`config.mk`:
```
export PLATFORM = sky130hd
export DESIGN_NAME = csr_access_unit_flat
export DESIGN_NICKNAME = d
export VERILOG_FILES = /design/src/rtl/csr_pkg.sv /design/src/rtl/csr_access_unit_if.sv /design/src/rtl/csr_alu.sv /design/src/rtl/csr_access_unit.sv /design/src/flat_wrapper.sv
export SDC_FILE = /design/constraint.sdc
export NUM_CORES = 1
export LEC_CHECK = 0
export BUFFER_PORTS_ARGS = -buffer_cell sky130_fd_sc_hd__buf_2
export CORE_ASPECT_RATIO = 1.5
export CORE_MARGIN = 4
export CORE_UTILIZATION = 50
export CTS_BUF_LIST = sky130_fd_sc_hd__clkbuf_4
export DETAILED_ROUTE_END_ITERATION = 8
export PLACE_DENSITY = 0.9
export SYNTH_ARGS = -nofsm -noshare
export SYNTH_HDL_FRONTEND = slang
export SYNTH_HIERARCHICAL = 1
export SYNTH_SLANG_ARGS = --single-unit
export TNS_END_PERCENT = 1
```
`constraint.sdc`:
```
create_clock -name clk -period 4.7 [get_ports clk]
set_clock_uncertainty 0.1 [all_clocks]
set_input_delay 0.47 -clock clk [delete_from_list [all_inputs] [get_ports clk]]
set_output_delay 0.47 -clock clk [all_outputs]
set_load 0.01 [all_outputs]
```
`src/rtl/csr_pkg.sv`:
```
// Shared definitions for the CSR access unit: Zicsr funct3 encodings,
// FSM state encoding and the read-only address field value.
// Ports: none (package).
package csr_pkg;

  // Zicsr funct3 encodings
  localparam logic [2:0] F3_CSRRW  = 3'b001;
  localparam logic [2:0] F3_CSRRS  = 3'b010;
  localparam logic [2:0] F3_CSRRC  = 3'b011;
  localparam logic [2:0] F3_CSRRWI = 3'b101;
  localparam logic [2:0] F3_CSRRSI = 3'b110;
  localparam logic [2:0] F3_CSRRCI = 3'b111;

  // Operation field (funct3[1:0]); 2'b00 is not a CSR operation
  localparam logic [1:0] OP_RW = 2'b01;
  localparam logic [1:0] OP_RS = 2'b10;
  localparam logic [1:0] OP_RC = 2'b11;

  // addr[11:10] value marking a read-only CSR
  localparam logic [1:0] RO_FIELD = 2'b11;

  typedef enum logic [1:0] {
    ST_IDLE  = 2'd0,
    ST_READ  = 2'd1,
    ST_WRITE = 2'd2,
    ST_RESP  = 2'd3
  } state_t;

  function automatic logic [1:0] op_kind(input logic [2:0] funct3);
    return funct3[1:0];
  endfunction

  function automatic logic is_imm(input logic [2:0] funct3);
    return funct3[2];
  endfunction

endpackage

```
`src/rtl/csr_access_unit_if.sv`:
```
// Bundle of the request, CSR-file and response signals of the CSR access unit.
// Ports: slave = the access unit's view; master = the surrounding pipeline
// and CSR file (drives requests and read data, consumes writes and responses).
interface csr_access_unit_if #(
  parameter int XLEN   = 32,
  parameter int CSR_AW = 12
);
  // request from execute
  logic              req_valid;
  logic              req_ready;
  logic [2:0]        req_funct3;
  logic [CSR_AW-1:0] req_csr_addr;
  logic [XLEN-1:0]   req_rs1_data;
  logic [4:0]        req_rs1_idx;
  logic [4:0]        req_rd_idx;
  // CSR register file
  logic [CSR_AW-1:0] csr_addr;
  logic [XLEN-1:0]   csr_data;
  logic              csr_write_en;
  logic [CSR_AW-1:0] csr_wb_addr;
  logic [XLEN-1:0]   csr_wb_data;
  // response to writeback
  logic              resp_valid;
  logic              resp_ready;
  logic [4:0]        resp_rd_idx;
  logic [XLEN-1:0]   resp_rd_data;
  logic              resp_rd_we;
  logic              resp_illegal;

  modport slave (
    input  req_valid, req_funct3, req_csr_addr, req_rs1_data, req_rs1_idx, req_rd_idx,
    output req_ready,
    output csr_addr, csr_write_en, csr_wb_addr, csr_wb_data,
    input  csr_data,
    output resp_valid, resp_rd_idx, resp_rd_data, resp_rd_we, resp_illegal,
    input  resp_ready
  );

  modport master (
    output req_valid, req_funct3, req_csr_addr, req_rs1_data, req_rs1_idx, req_rd_idx,
    input  req_ready,
    input  csr_addr, csr_write_en, csr_wb_addr, csr_wb_data,
    output csr_data,
    input  resp_valid, resp_rd_idx, resp_rd_data, resp_rd_we, resp_illegal,
    output resp_ready
  );

endinterface

```
`src/rtl/csr_alu.sv`:
```
// Zicsr read-modify-write datapath: new value and whether a write is intended.
// Latency: combinational. Backpressure: none.
// Ports: op_sel (funct3[1:0]), old_val, op_val, rs1_idx -> new_val, write_intent.
module csr_alu
  import csr_pkg::*;
#(
  parameter int XLEN = 32
) (
  input  logic [1:0]      op_sel,
  input  logic [XLEN-1:0] old_val,
  input  logic [XLEN-1:0] op_val,
  input  logic [4:0]      rs1_idx,
  output logic [XLEN-1:0] new_val,
  output logic            write_intent
);

  always_comb begin
    new_val = old_val;
    case (op_sel)
      OP_RW:   new_val = op_val;
      OP_RS:   new_val = old_val | op_val;
      OP_RC:   new_val = old_val & ~op_val;
      default: new_val = old_val;
    endcase
    // set/clear with x0 / zimm==0 must not touch the CSR
    write_intent = (op_sel == OP_RW) || (rs1_idx != 5'd0);
  end

endmodule

```
`src/rtl/csr_access_unit.sv`:
```
// Initiator for the CSR file: one Zicsr op at a time, read then optional write,
// old value returned. Latency: write N+2 / resp N+3, or resp N+2 with no write.
// Backpressure: req_ready only in IDLE; response held until resp_ready.
// Ports: clk, rst (async, active low), bus (csr_access_unit_if.slave).
module csr_access_unit
  import csr_pkg::*;
#(
  parameter int XLEN     = 32,
  parameter int CSR_AW   = 12,
  parameter bit RO_CHECK = 1'b1
) (
  input  logic                clk,
  input  logic                rst,
  csr_access_unit_if.slave    bus
);

  state_t            state_q, state_d;
  logic [1:0]        op_sel_q;
  logic [CSR_AW-1:0] addr_q;
  logic [4:0]        rd_q;
  logic [4:0]        rs1_idx_q;
  logic [XLEN-1:0]   operand_q;
  logic [XLEN-1:0]   old_q;
  logic [CSR_AW-1:0] wb_addr_q;
  logic [XLEN-1:0]   wb_data_q;
  logic              illegal_q;
  logic              rd_we_q;

  logic              accept;
  logic [XLEN-1:0]   new_val;
  logic              write_intent;
  logic              illegal_c;
  logic              do_write;

  assign accept = bus.req_valid && (state_q == ST_IDLE);

  csr_alu #(.XLEN(XLEN)) u_alu (
    .op_sel       (op_sel_q),
    .old_val      (bus.csr_data),
    .op_val       (operand_q),
    .rs1_idx      (rs1_idx_q),
    .new_val      (new_val),
    .write_intent (write_intent)
  );

  // Only meaningful in READ, where csr_data reflects addr_q.
  assign illegal_c = (op_sel_q == 2'b00) ||
                     (RO_CHECK && write_intent && (addr_q[CSR_AW-1 -: 2] == RO_FIELD));
  assign do_write  = write_intent && !illegal_c;

  // State register
  always_ff @(posedge clk or negedge rst) begin
    if (!rst) begin
      state_q <= ST_IDLE;
    end else begin
      state_q <= state_d;
    end
  end

  // Next-state logic
  always_comb begin
    state_d = state_q;
    case (state_q)
      ST_IDLE:  if (accept) state_d = ST_READ;
      ST_READ:  state_d = do_write ? ST_WRITE : ST_RESP;
      ST_WRITE: state_d = ST_RESP;
      ST_RESP:  if (bus.resp_ready) state_d = ST_IDLE;
      default:  state_d = ST_IDLE;
    endcase
  end

  // Latched request fields and results
  always_ff @(posedge clk or negedge rst) begin
    if (!rst) begin
      op_sel_q  <= 2'b00;
      addr_q    <= '0;
      rd_q      <= 5'd0;
      rs1_idx_q <= 5'd0;
      operand_q <= '0;
      old_q     <= '0;
      wb_addr_q <= '0;
      wb_data_q <= '0;
      illegal_q <= 1'b0;
      rd_we_q   <= 1'b0;
    end else begin
      if (accept) begin
        op_sel_q  <= op_kind(bus.req_funct3);
        addr_q    <= bus.req_csr_addr;
        rd_q      <= bus.req_rd_idx;
        rs1_idx_q <= bus.req_rs1_idx;
        operand_q <= is_imm(bus.req_funct3) ? {{(XLEN-5){1'b0}}, bus.req_rs1_idx}
                                            : bus.req_rs1_data;
      end
      if (state_q == ST_READ) begin
        old_q     <= bus.csr_data;
        illegal_q <= illegal_c;
        rd_we_q   <= !illegal_c && (rd_q != 5'd0);
        // write port keeps its previous contents when no write follows
        if (do_write) begin
          wb_addr_q <= addr_q;
          wb_data_q <= new_val;
        end
      end
    end
  end

  // Output decode, purely from the state register
  always_comb begin
    bus.req_ready    = 1'b0;
    bus.csr_write_en = 1'b0;
    bus.resp_valid   = 1'b0;
    case (state_q)
      ST_IDLE:  bus.req_ready    = 1'b1;
      ST_WRITE: bus.csr_write_en = 1'b1;
      ST_RESP:  bus.resp_valid   = 1'b1;
      default: ;
    endcase
  end

  assign bus.csr_addr     = addr_q;
  assign bus.csr_wb_addr  = wb_addr_q;
  assign bus.csr_wb_data  = wb_data_q;
  assign bus.resp_rd_idx  = rd_q;
  assign bus.resp_rd_data = old_q;
  assign bus.resp_rd_we   = rd_we_q;
  assign bus.resp_illegal = illegal_q;

endmodule

```
`src/flat_wrapper.sv`:
```
// flat-port wrapper written by rule: the top's interface ports become plain ports
module csr_access_unit_flat import csr_pkg::*;
#(
  parameter int XLEN     = 32,
  parameter int CSR_AW   = 12,
  parameter bit RO_CHECK = 1'b1
)
  (clk, rst, bus_req_valid, bus_req_funct3, bus_req_csr_addr, bus_req_rs1_data, bus_req_rs1_idx, bus_req_rd_idx, bus_req_ready, bus_csr_addr, bus_csr_write_en, bus_csr_wb_addr, bus_csr_wb_data, bus_csr_data, bus_resp_valid, bus_resp_rd_idx, bus_resp_rd_data, bus_resp_rd_we, bus_resp_illegal, bus_resp_ready);
  csr_access_unit_if #(.XLEN(XLEN), .CSR_AW(CSR_AW)) bus_i ();
  input  logic clk;
  input  logic rst;
  input wire logic [$bits(bus_i.req_valid)-1:0] bus_req_valid;
  input wire logic [$bits(bus_i.req_funct3)-1:0] bus_req_funct3;
  input wire logic [$bits(bus_i.req_csr_addr)-1:0] bus_req_csr_addr;
  input wire logic [$bits(bus_i.req_rs1_data)-1:0] bus_req_rs1_data;
  input wire logic [$bits(bus_i.req_rs1_idx)-1:0] bus_req_rs1_idx;
  input wire logic [$bits(bus_i.req_rd_idx)-1:0] bus_req_rd_idx;
  output wire logic [$bits(bus_i.req_ready)-1:0] bus_req_ready;
  output wire logic [$bits(bus_i.csr_addr)-1:0] bus_csr_addr;
  output wire logic [$bits(bus_i.csr_write_en)-1:0] bus_csr_write_en;
  output wire logic [$bits(bus_i.csr_wb_addr)-1:0] bus_csr_wb_addr;
  output wire logic [$bits(bus_i.csr_wb_data)-1:0] bus_csr_wb_data;
  input wire logic [$bits(bus_i.csr_data)-1:0] bus_csr_data;
  output wire logic [$bits(bus_i.resp_valid)-1:0] bus_resp_valid;
  output wire logic [$bits(bus_i.resp_rd_idx)-1:0] bus_resp_rd_idx;
  output wire logic [$bits(bus_i.resp_rd_data)-1:0] bus_resp_rd_data;
  output wire logic [$bits(bus_i.resp_rd_we)-1:0] bus_resp_rd_we;
  output wire logic [$bits(bus_i.resp_illegal)-1:0] bus_resp_illegal;
  input wire logic [$bits(bus_i.resp_ready)-1:0] bus_resp_ready;
  assign bus_i.req_valid = bus_req_valid;
  assign bus_i.req_funct3 = bus_req_funct3;
  assign bus_i.req_csr_addr = bus_req_csr_addr;
  assign bus_i.req_rs1_data = bus_req_rs1_data;
  assign bus_i.req_rs1_idx = bus_req_rs1_idx;
  assign bus_i.req_rd_idx = bus_req_rd_idx;
  assign bus_req_ready = bus_i.req_ready;
  assign bus_csr_addr = bus_i.csr_addr;
  assign bus_csr_write_en = bus_i.csr_write_en;
  assign bus_csr_wb_addr = bus_i.csr_wb_addr;
  assign bus_csr_wb_data = bus_i.csr_wb_data;
  assign bus_i.csr_data = bus_csr_data;
  assign bus_resp_valid = bus_i.resp_valid;
  assign bus_resp_rd_idx = bus_i.resp_rd_idx;
  assign bus_resp_rd_data = bus_i.resp_rd_data;
  assign bus_resp_rd_we = bus_i.resp_rd_we;
  assign bus_resp_illegal = bus_i.resp_illegal;
  assign bus_i.resp_ready = bus_resp_ready;
  csr_access_unit #(.XLEN(XLEN), .CSR_AW(CSR_AW), .RO_CHECK(RO_CHECK)) u_core (.clk(clk), .rst(rst), .bus(bus_i));
endmodule
```
Word level (Yosys, flattened, before mapping)
Cells that the tools add are included.
{"block": "word_totals", "input_bits": 93, "regBits": 136, "output_inout_bits": 98}
{"block": "classes", "n_bitwise": 3, "eq_ne": 9, "muxes": 9, "n_reduce_logical": 13}
{"operator": "32-bit one-hot mux with 3 select lines", "count": 1}
{"operator": "32-bit bitwise AND", "count": 1}
{"operator": "32-bit two-way mux", "count": 1}
{"operator": "32-bit NOT", "count": 1}
{"operator": "32-bit OR", "count": 1}
{"operator": "2-bit == test (second input constant)", "count": 5}
{"operator": "5-bit nonzero test", "count": 2}
{"operator": "2-bit one-hot mux with 4 select lines", "count": 1}
{"operator": "2-bit by 1-bit == test with 1-bit output (second input constant)", "count": 2}
{"operator": "1-bit logical AND", "count": 4}
{"operator": "2-bit zero test", "count": 2}
{"operator": "1-bit two-way mux", "count": 4}
{"operator": "2-bit two-way mux", "count": 2}
{"operator": "2-bit AND reduction", "count": 2}
{"operator": "1-bit logical OR", "count": 2}
{"operator": "2-bit by 1-bit inequality test with 1-bit output (second input constant)", "count": 1}
{"operator": "2-bit inequality test (second input constant)", "count": 1}
{"operator": "1-bit zero test", "count": 1}

Longest topological paths before layout
Gate-level depths: netlist of run 1.
{"block": "logic_depth", "ltp_word": 8, "depth_mapped": 7, "depth_no_buf": 5}

By module
Netlist of run 1, hierarchy kept.
{"mod": "csr_access_unit", "n_inst": 1, "cells_each": 381, "area_each_um2": 5368.9, "seq_area_each_um2": 3403.3}
{"mod": "csr_alu", "n_inst": 1, "cells_each": 146, "area_each_um2": 970.9, "seq_area_each_um2": 0.0}

Least setup slack after synthesis of run 1
No wires, ideal clock.
{"block": "synth_timing", "kind": "flip-flop to flip-flop", "start": "register u_core.op_sel_q[1]", "end": "register u_core.wb_addr_q[0], in the netlist u_core/bus.csr_wb_addr[0]", "period_less_slack_ns": 1.897, "t_arrival_ns": 1.673, "setup_time_ns": 0.125, "path_stages_with_launch": 8, "slack_ns": 2.803, "cell_sequence": "dfrtp_1 > buf_6 > nand2b_1 > nand3_1 > a21bo_2 > nor2_8 > buf_6 > mux2_2"}
{"block": "synth_between", "elab_chain_cells": 7}
{"item": "start: declaration", "line": "csr_access_unit.sv:18", "source": "logic [1:0] op_sel_q;"}
{"item": "start signal: assignment", "line": "csr_access_unit.sv:87", "source": "op_sel_q <= op_kind(bus.req_funct3);"}
{"item": "2-bit by 1-bit == test with 1-bit output *", "line": "csr_alu.sv:26", "source": "write_intent = (op_sel == OP_RW) || (rs1_idx != 5'd0);"}
{"item": "1-bit logical OR *", "line": "csr_alu.sv:26"}
{"item": "via u_core.write_intent", "line": "csr_access_unit.sv:31", "source": "logic write_intent;"}
{"item": "1-bit logical AND", "line": "csr_access_unit.sv:48", "source": "(RO_CHECK && write_intent && (addr_q[CSR_AW-1 -: 2] == RO_FIELD));"}
{"item": "1-bit logical OR", "line": "csr_access_unit.sv:47", "source": "assign illegal_c = (op_sel_q == 2'b00) ||"}
{"item": "1-bit zero test", "line": "csr_access_unit.sv:49", "source": "assign do_write = write_intent && !illegal_c;"}
{"item": "1-bit logical AND *", "line": "csr_access_unit.sv:49"}
{"item": "2-bit AND reduction (no line) *"}
{"item": "end signal: assignment", "line": "csr_access_unit.sv:100", "source": "wb_addr_q <= addr_q;"}
{"item": "end: declaration", "line": "csr_access_unit.sv:24", "source": "logic [CSR_AW-1:0] wb_addr_q;"}
Mark *: on every way through the listed nets, which the timed path passes. The rest lies on a longest branch.
A chain may end at the register's enable or synchronous reset.

Final worst setup path of run 1
{"block": "layout_timing", "start": "register u_core.state_q[1]", "end": "register u_core.wb_addr_q[9], in the netlist u_core/bus.csr_wb_addr[9]"}
{"block": "layout_between", "elab_chain_cells": 2}
{"item": "start: declaration", "line": "csr_access_unit.sv:17", "source": "state_t state_q, state_d;"}
{"item": "start signal: assignment", "line": "csr_access_unit.sv:56", "source": "state_q <= state_d;"}
{"item": "2-bit by 1-bit == test with 1-bit output", "line": "csr_access_unit.sv:94", "source": "if (state_q == ST_READ) begin"}
{"item": "2-bit AND reduction (no line)"}
No other way between the ends.

==> results of run 1 <==
[sequential cells by signal, summed over array words and instances, names as in the netlist]
name / count
u_core/bus.csr_addr: 12
u_core/bus.resp_illegal: 1
u_core/bus.resp_rd_data: 32
u_core/bus.csr_wb_data: 32
u_core/bus.csr_wb_addr: 12
u_core/state_q: 2
u_core/operand_q: 32
u_core/bus.resp_rd_idx: 5
u_core/op_sel_q: 2
u_core/bus.resp_rd_we: 1
u_core/rs1_idx_q: 5
[power by group]
part	switching [mW]	internal, mW	leakage (nW)
sequential	0.388	1.75	1.65
clock	0.422	0.269	0.132
combinational	1.20	1.24	1.83
total	2.02	3.26	3.62
[per-stage QoR]
stage          power [mW]  hold WS (ps)  utilization [%]
3_3_place_gp         4.50           373             58.5
5_1_grt              5.67          12.9             60.6
6_report             5.28          89.0             60.6
3_5_place_dp         4.64           390             58.5
4_1_cts              5.34          32.4             60.6
2_1_floorplan        3.94          74.4                -
[layer usage]
layer	wire length, µm	global-route usage [%]
met3	927	6.28
met2	7560	35.2
met1	5390	22.4
met4	274	6.63
met5	7	0
[synth_stat cells]
library cell,instances
buf_12,3
a22oi_2,4
nor3_1,2
ha_1,5
a221o_1,1
buf_2,14
dfrtp_1,136
nand2b_1,28
mux2i_1,5
nand3_1,1
buf_4,3
clkbuf_1,8
nor2_8,1
a22o_1,1
nand2_1,34
inv_1,37
buf_6,6
xnor2_1,32
a32oi_1,1
a31oi_1,1
a22oi_1,29
mux2_2,101
o21ai_4,1
o21ai_0,55
o21ai_1,10
nor2_1,7
a21bo_2,1
[critical path, cell delays in order (launching register included)]
cell     delay (ps)
dfrtp_1         450
inv_1           130
ha_2            820
o21ai_4         170
nor2_8          650
mux2_2          410
[repair_timing]
action                                  in CTS  in global routing
buffers inserted                             0                  0
endpoints found under the setup margin       0                  0
endpoints found under the hold margin      101                  0
hold buffers                                 1                  0
[worst max path at each step]
stage | startpoint | to | slack [ps]
CTS | u_core/state_q[1]$_DFFE_PN0P_ | u_core/bus.csr_wb_data[28]$_DFFE_PN0P_ | 1790
global placement | u_core/state_q[1]$_DFFE_PN0P_ | u_core/bus.csr_wb_data[9]$_DFFE_PN0P_ | 1910
global route | u_core/state_q[1]$_DFFE_PN0P_ | u_core/bus.csr_wb_addr[8]$_DFFE_PN0P_ | 1630
floorplan | u_core/op_sel_q[1]$_DFFE_PN0P_ | u_core/bus.csr_wb_addr[0]$_DFFE_PN0P_ | 2800
detailed placement | u_core/state_q[1]$_DFFE_PN0P_ | u_core/bus.csr_wb_data[27]$_DFFE_PN0P_ | 1810
finish | u_core/state_q[1]$_DFFE_PN0P_ | u_core/bus.csr_wb_addr[9]$_DFFE_PN0P_ | 1800
[final cells by class]
class                           count  area, µm²  share of cell area, %
Multi-Input combinational cell    320       2550                   33.8
Sequential cell                   136       3410                   45.2
Clock buffer                       19        143                   1.89
Timing Repair Buffer              195        997                   13.2
Tap cell                          156        195                   2.59
Inverter                           37        139                   1.84
Antenna cell                        1       2.50                 0.0332
Clock inverter                     13        106                   1.41
[kinds of logic (layout without fill, tap and decap cells)]
logic type / count (synthesis) / in the layout / share of synthesized area [%]
AOI/OAI and AO/OA: 104 / 104 / 10.3
xor gates and xnor gates: 32 / 32 / 4.42
adders and majority gates: 5 / 5 / 0.987
buffers and inverters: 71 / 264 / 6.14
DFF: 136 / 136 / 53.7
muxes: 106 / 106 / 18.7
other: 0 / 1 / 0
and+or+nand+nor: 73 / 73 / 5.74
==> run_results.csv, run 1 <==
group,metric,value,unit
detailed_routing,vias_per_cell,5.11,
clock_tree,clk_latency,500,ps
floorplan,die_width,99.9,µm
detailed_routing,drt_iter0_drc,137,
place,placed_cell_area,7280,µm²
floorplan,die_height,146,µm
cells_and_area,fin_area,7540,µm²
cells_and_area,nNetsFinal,805,
sta,timing.final.ws_setup,1800,ps
setup_path,cp_max_fo,44,
setup_path,required,4990,ps
flow_run,cap_violations,0,
sta,fmax,345,MHz
sta,relSlewSlack,34.8,%
synth,synth_cells,527,
worst_hold_path,min_path_cells,2,
floorplan,num_io_pins,191,
floorplan,rows,50,
setup_path,reg2reg_slack,1800,ps
sta,period_minus_slack,2900,ps
sta,final.setup.tns,0,ps
detailed_routing,ant_nets,0,
place,placedCellCount,843,
sta,tightest_slew,974,ps
detailed_routing,drc,0,
worst_hold_path,hold_end,"u_core/bus.resp_rd_idx[0]$_DFFE_PN0P_",
synth,ys_ff_latch,136,
setup_path,timing.rr.start,"u_core/state_q[1]$_DFFE_PN0P_",
synth,synth_top_area_share,53.7,%
place,place_ws,1810,ps
pwr,power_density,700,nW/µm²
detailed_routing,wirelength,14200,µm
synth,synthTopCellsByArea,"dfrtp_1 (54%), mux2_2 (18%), xnor2_1 (4.4%)",
global_route,grt_max_degree,103,
clock_tree,clk_pin_slew,120,ps
sta,drv_slew,0,
global_route,track_usage,19.9,%
floorplan,design.core.area,12400,µm²
sta,hold_viol,0,
setup_path,r2r_cells,5,
global_route,antenna_found_initial,2,
floorplan,die-area,14600,µm²
cells_and_area,fillers,1012,
setup_path,start_kind,"register",
clock_tree,cts_tree,"yes",
clock_tree,htreeDepth,4,
setup_path,end_kind,"register",
place,place.gp.congestion,0.810,
synth,yosysUniqueCellTypes,27,
place,dp_hpwl,10000,µm
synth,yosysSeqAreaShare,53.7,%
sta,setup_viol,0,
cells_and_area,layoutNonFillerInstCount,877,
clock_tree,cts_resized,0,
synth,synth_warnings,6,
clock_tree,cts_buffers,17,
synth,netlist_area,6340,µm²
detailed_routing,wl_per_cell,16.2,µm
cells_and_area,synthToLayoutAreaGrowth,18.9,%
clock_tree,clockBufferDepth,2,
global_route,grt_pass1_wl,23200,µm
sta,rsz0062_at_grt,"no",
synth,synth_nets,625,
setup_path,rr_endpoint,"u_core/bus.csr_wb_addr[9]$_DFFE_PN0P_",
detailed_routing,vias,4483,
clock_tree,cts_root_buf,"clkbuf_4",
pwr,p_leak,3.62,nW
synth,avgSynthCellArea,12.0,µm²
clock_tree,clock-sinks,136,
setup_path,arrival,3190,ps
setup_path,criticalPathCategory,"reg -> reg",
cells_and_area,final_cell_mix,"buf_2 (189), dfrtp_1 (134), mux2_2 (101)",
pwr,worst_ir_drop_vdd,428,µV
sta,fin_crit_sh,61.6,%
global_route,grt_pass1_vias,4688,
worst_hold_path,worst_hold_startpoint,"bus_req_rd_idx[0]",
synth,yosys.area.top_type,"dfrtp_1",
cells_and_area,layout-drive-gt1-share,46.8,%
global_route,grt_overflow,0,
outcome,status,"completed",
cells_and_area,layout_commonest_cell,"buf_2",
place,portBuffers,190,
floorplan,initial_core_util,50.9,%
detailed_routing,firstDrtPassIters,4,
worst_hold_path,hp-class,"in -> reg",
Power figures use the tool's default switching activity.
==> run 2, diff against run 1 <==
--- a/config.mk
+++ b/config.mk
@@ -8,7 +8,7 @@
 export BUFFER_PORTS_ARGS = -buffer_cell sky130_fd_sc_hd__buf_2
 export CORE_ASPECT_RATIO = 1.5
 export CORE_MARGIN = 4
-export CORE_UTILIZATION = 50
+export CORE_UTILIZATION = 48
 export CTS_BUF_LIST = sky130_fd_sc_hd__clkbuf_4
 export DETAILED_ROUTE_END_ITERATION = 8
 export PLACE_DENSITY = 0.9
==> constraint.sdc (replaced) <==
create_clock -name clk -period 2.4 [get_ports clk]
set_clock_uncertainty 0.1 [all_clocks]
set_input_delay 0.24 -clock clk [delete_from_list [all_inputs] [get_ports clk]]
set_output_delay 0.24 -clock clk [all_outputs]
set_load 0.01 [all_outputs]
==> run 2 against run 1 <==
Final cell count rose by 11%. Largest power group unchanged. Power is 110% higher. Die area increased by 3.9%. Maximum frequency grew 45%. Global-route usage up 4.8 points. Non-clock buffer count increased by 96. Routed wire length is 30% higher. Sequential share of layout area shrank 5.4 points. Highest routed layer is now met4.
==> run_results.csv, run 2 (synthesis results as in run 1) <==
group,metric,value,unit
sta,final.setup.tns,0,ps
cells_and_area,synthToLayoutAreaGrowth,35.0,%
floorplan,die_height,149,µm
detailed_routing,firstDrtPassIters,5,
setup_path,required,2760,ps
global_route,grt_max_degree,68,
cells_and_area,final_cell_mix,"buf_2 (189), dfrtp_1 (134), mux2_2 (101)",
floorplan,rows,51,
clock_tree,clk_pin_slew,130,ps
clock_tree,clockBufferDepth,2,
floorplan,num_io_pins,191,
clock_tree,post_cts_buffers,0,
sta,fin_crit_sh,83.0,%
setup_path,criticalPathCategory,"reg -> reg",
cells_and_area,layout_commonest_cell,"buf_2",
pwr,power_density,1280,nW/µm²
detailed_routing,drc,0,
detailed_routing,wl_per_cell,18.9,µm
sta,period_minus_slack,1990,ps
cells_and_area,fillers,950,
sta,hold_ws,67.1,ps
floorplan,initial_core_util,48.9,%
setup_path,arrival,2350,ps
cells_and_area,fin_area,8560,µm²
clock_tree,htreeDepth,4,
global_route,grt_pass1_vias,5611,
detailed_routing,vias_per_cell,5.30,
flow_run,cap_violations,0,
sta,rsz0062_at_grt,"no",
pwr,worst_ir_drop_vdd,920,µV
setup_path,end_kind,"register",
cells_and_area,final_core_util,66.0,%
sta,tightest_slew,572,ps
sta,fmax,502,MHz
setup_path,cp_max_fo,35,
clock_tree,cts_root_buf,"clkbuf_4",
place,dp_hpwl,10900,µm
setup_path,start_kind,"register",
clock_tree,cts_resized,0,
clock_tree,cts_tree,"yes",
detailed_routing,drt_iter0_drc,286,
clock_tree,clk_latency,540,ps
place,place.gp.congestion,0.824,
place,place_ws,431,ps
detailed_routing,vias,5172,
place,placedCellCount,853,
floorplan,die_width,102,µm
place,placed_cell_area,7390,µm²
detailed_routing,wirelength,18400,µm
floorplan,die-area,15100,µm²
clock_tree,cts_buffers,17,
sta,relSlewSlack,61.9,%
sta,drv_slew,0,
sta,setup_viol,0,
cells_and_area,nNetsFinal,901,
clock_tree,clock-sinks,136,
clock_tree,ctsHoldBuffers,90,
worst_hold_path,hp-class,"in -> reg",
outcome,status,"completed",
place,portBuffers,190,
pwr,finalPower,11.0,mW
sta,timing.final.ws_setup,409,ps
global_route,antenna_found_initial,1,
global_route,track_usage,24.7,%
pwr,p_leak,4.04,nW
sta,hold_viol,0,
global_route,grt_pass1_wl,28700,µm
cells_and_area,layout-drive-gt1-share,41.8,%
floorplan,design.core.area,13000,µm²
cells_and_area,layoutNonFillerInstCount,975,
global_route,grt_overflow,0,
detailed_routing,ant_nets,0,
## run 2: cell types whose count changed in the layout (fill, tap and decap cells not counted), sizes merged
cell,delta
dlygate4sd3,+89
bufinv,+1
clkinvlp,+1
clkinv,-2
buf,+7
clkbuf,-1
## run 2: power breakdown
group	internal [mW]	total, mW	switching [mW]
sequential	3.43	4.18	0.755
clock	0.614	1.47	0.857
combinational	2.62	5.31	2.69
total	6.67	11.0	4.30
## run 2: worst max-delay path: stages (launching register included)
cell,delay [ps]
dfrtp_1,440
inv_1,140
ha_2,230
buf_4,460
o21ai_0,290
a32oi_1,250
## run 2: layer usage
layer	share of wire, %	up-vias	GRT usage (%)
met5	0	-	0
met4	4.9	0	14.1
met3	6.4	74	6.50
met2	54	233	43.4
met1	35	2519	26.3
li1	-	2346	-
## run 2: worst paths after layout
kind	startpoint	slack, ps	depth (start not counted)	end
setup / recovery	u_core/state_q[1]$_DFFE_PN0P_	410	5	u_core/state_q[0]$_DFFE_PN0P_
hold / removal	bus_req_valid	70	4	u_core/state_q[0]$_DFFE_PN0P_
setup reg to reg	u_core/state_q[1]$_DFFE_PN0P_	410	5	u_core/state_q[0]$_DFFE_PN0P_
hold reg to reg	u_core/bus.csr_wb_data[5]$_DFFE_PN0P_	410	1	u_core/bus.csr_wb_data[5]$_DFFE_PN0P_
max in group asynchronous	rst	1270	3	u_core/op_sel_q[1]$_DFFE_PN0P_
min in group asynchronous	rst	130	2	u_core/bus.resp_rd_data[20]$_DFFE_PN0P_
## run 2: final cells by class
type	count	area, µm²	area share, %
flip-flops and latches	136	3410	39.8
multi-input cells	320	2550	29.8
repair buffers	291	1990	23.3
well taps	159	199	2.33
inverters	37	139	1.62
clock buffers	18	135	1.58
clock inverters	13	131	1.54
diodes	1	2.50	0.0292
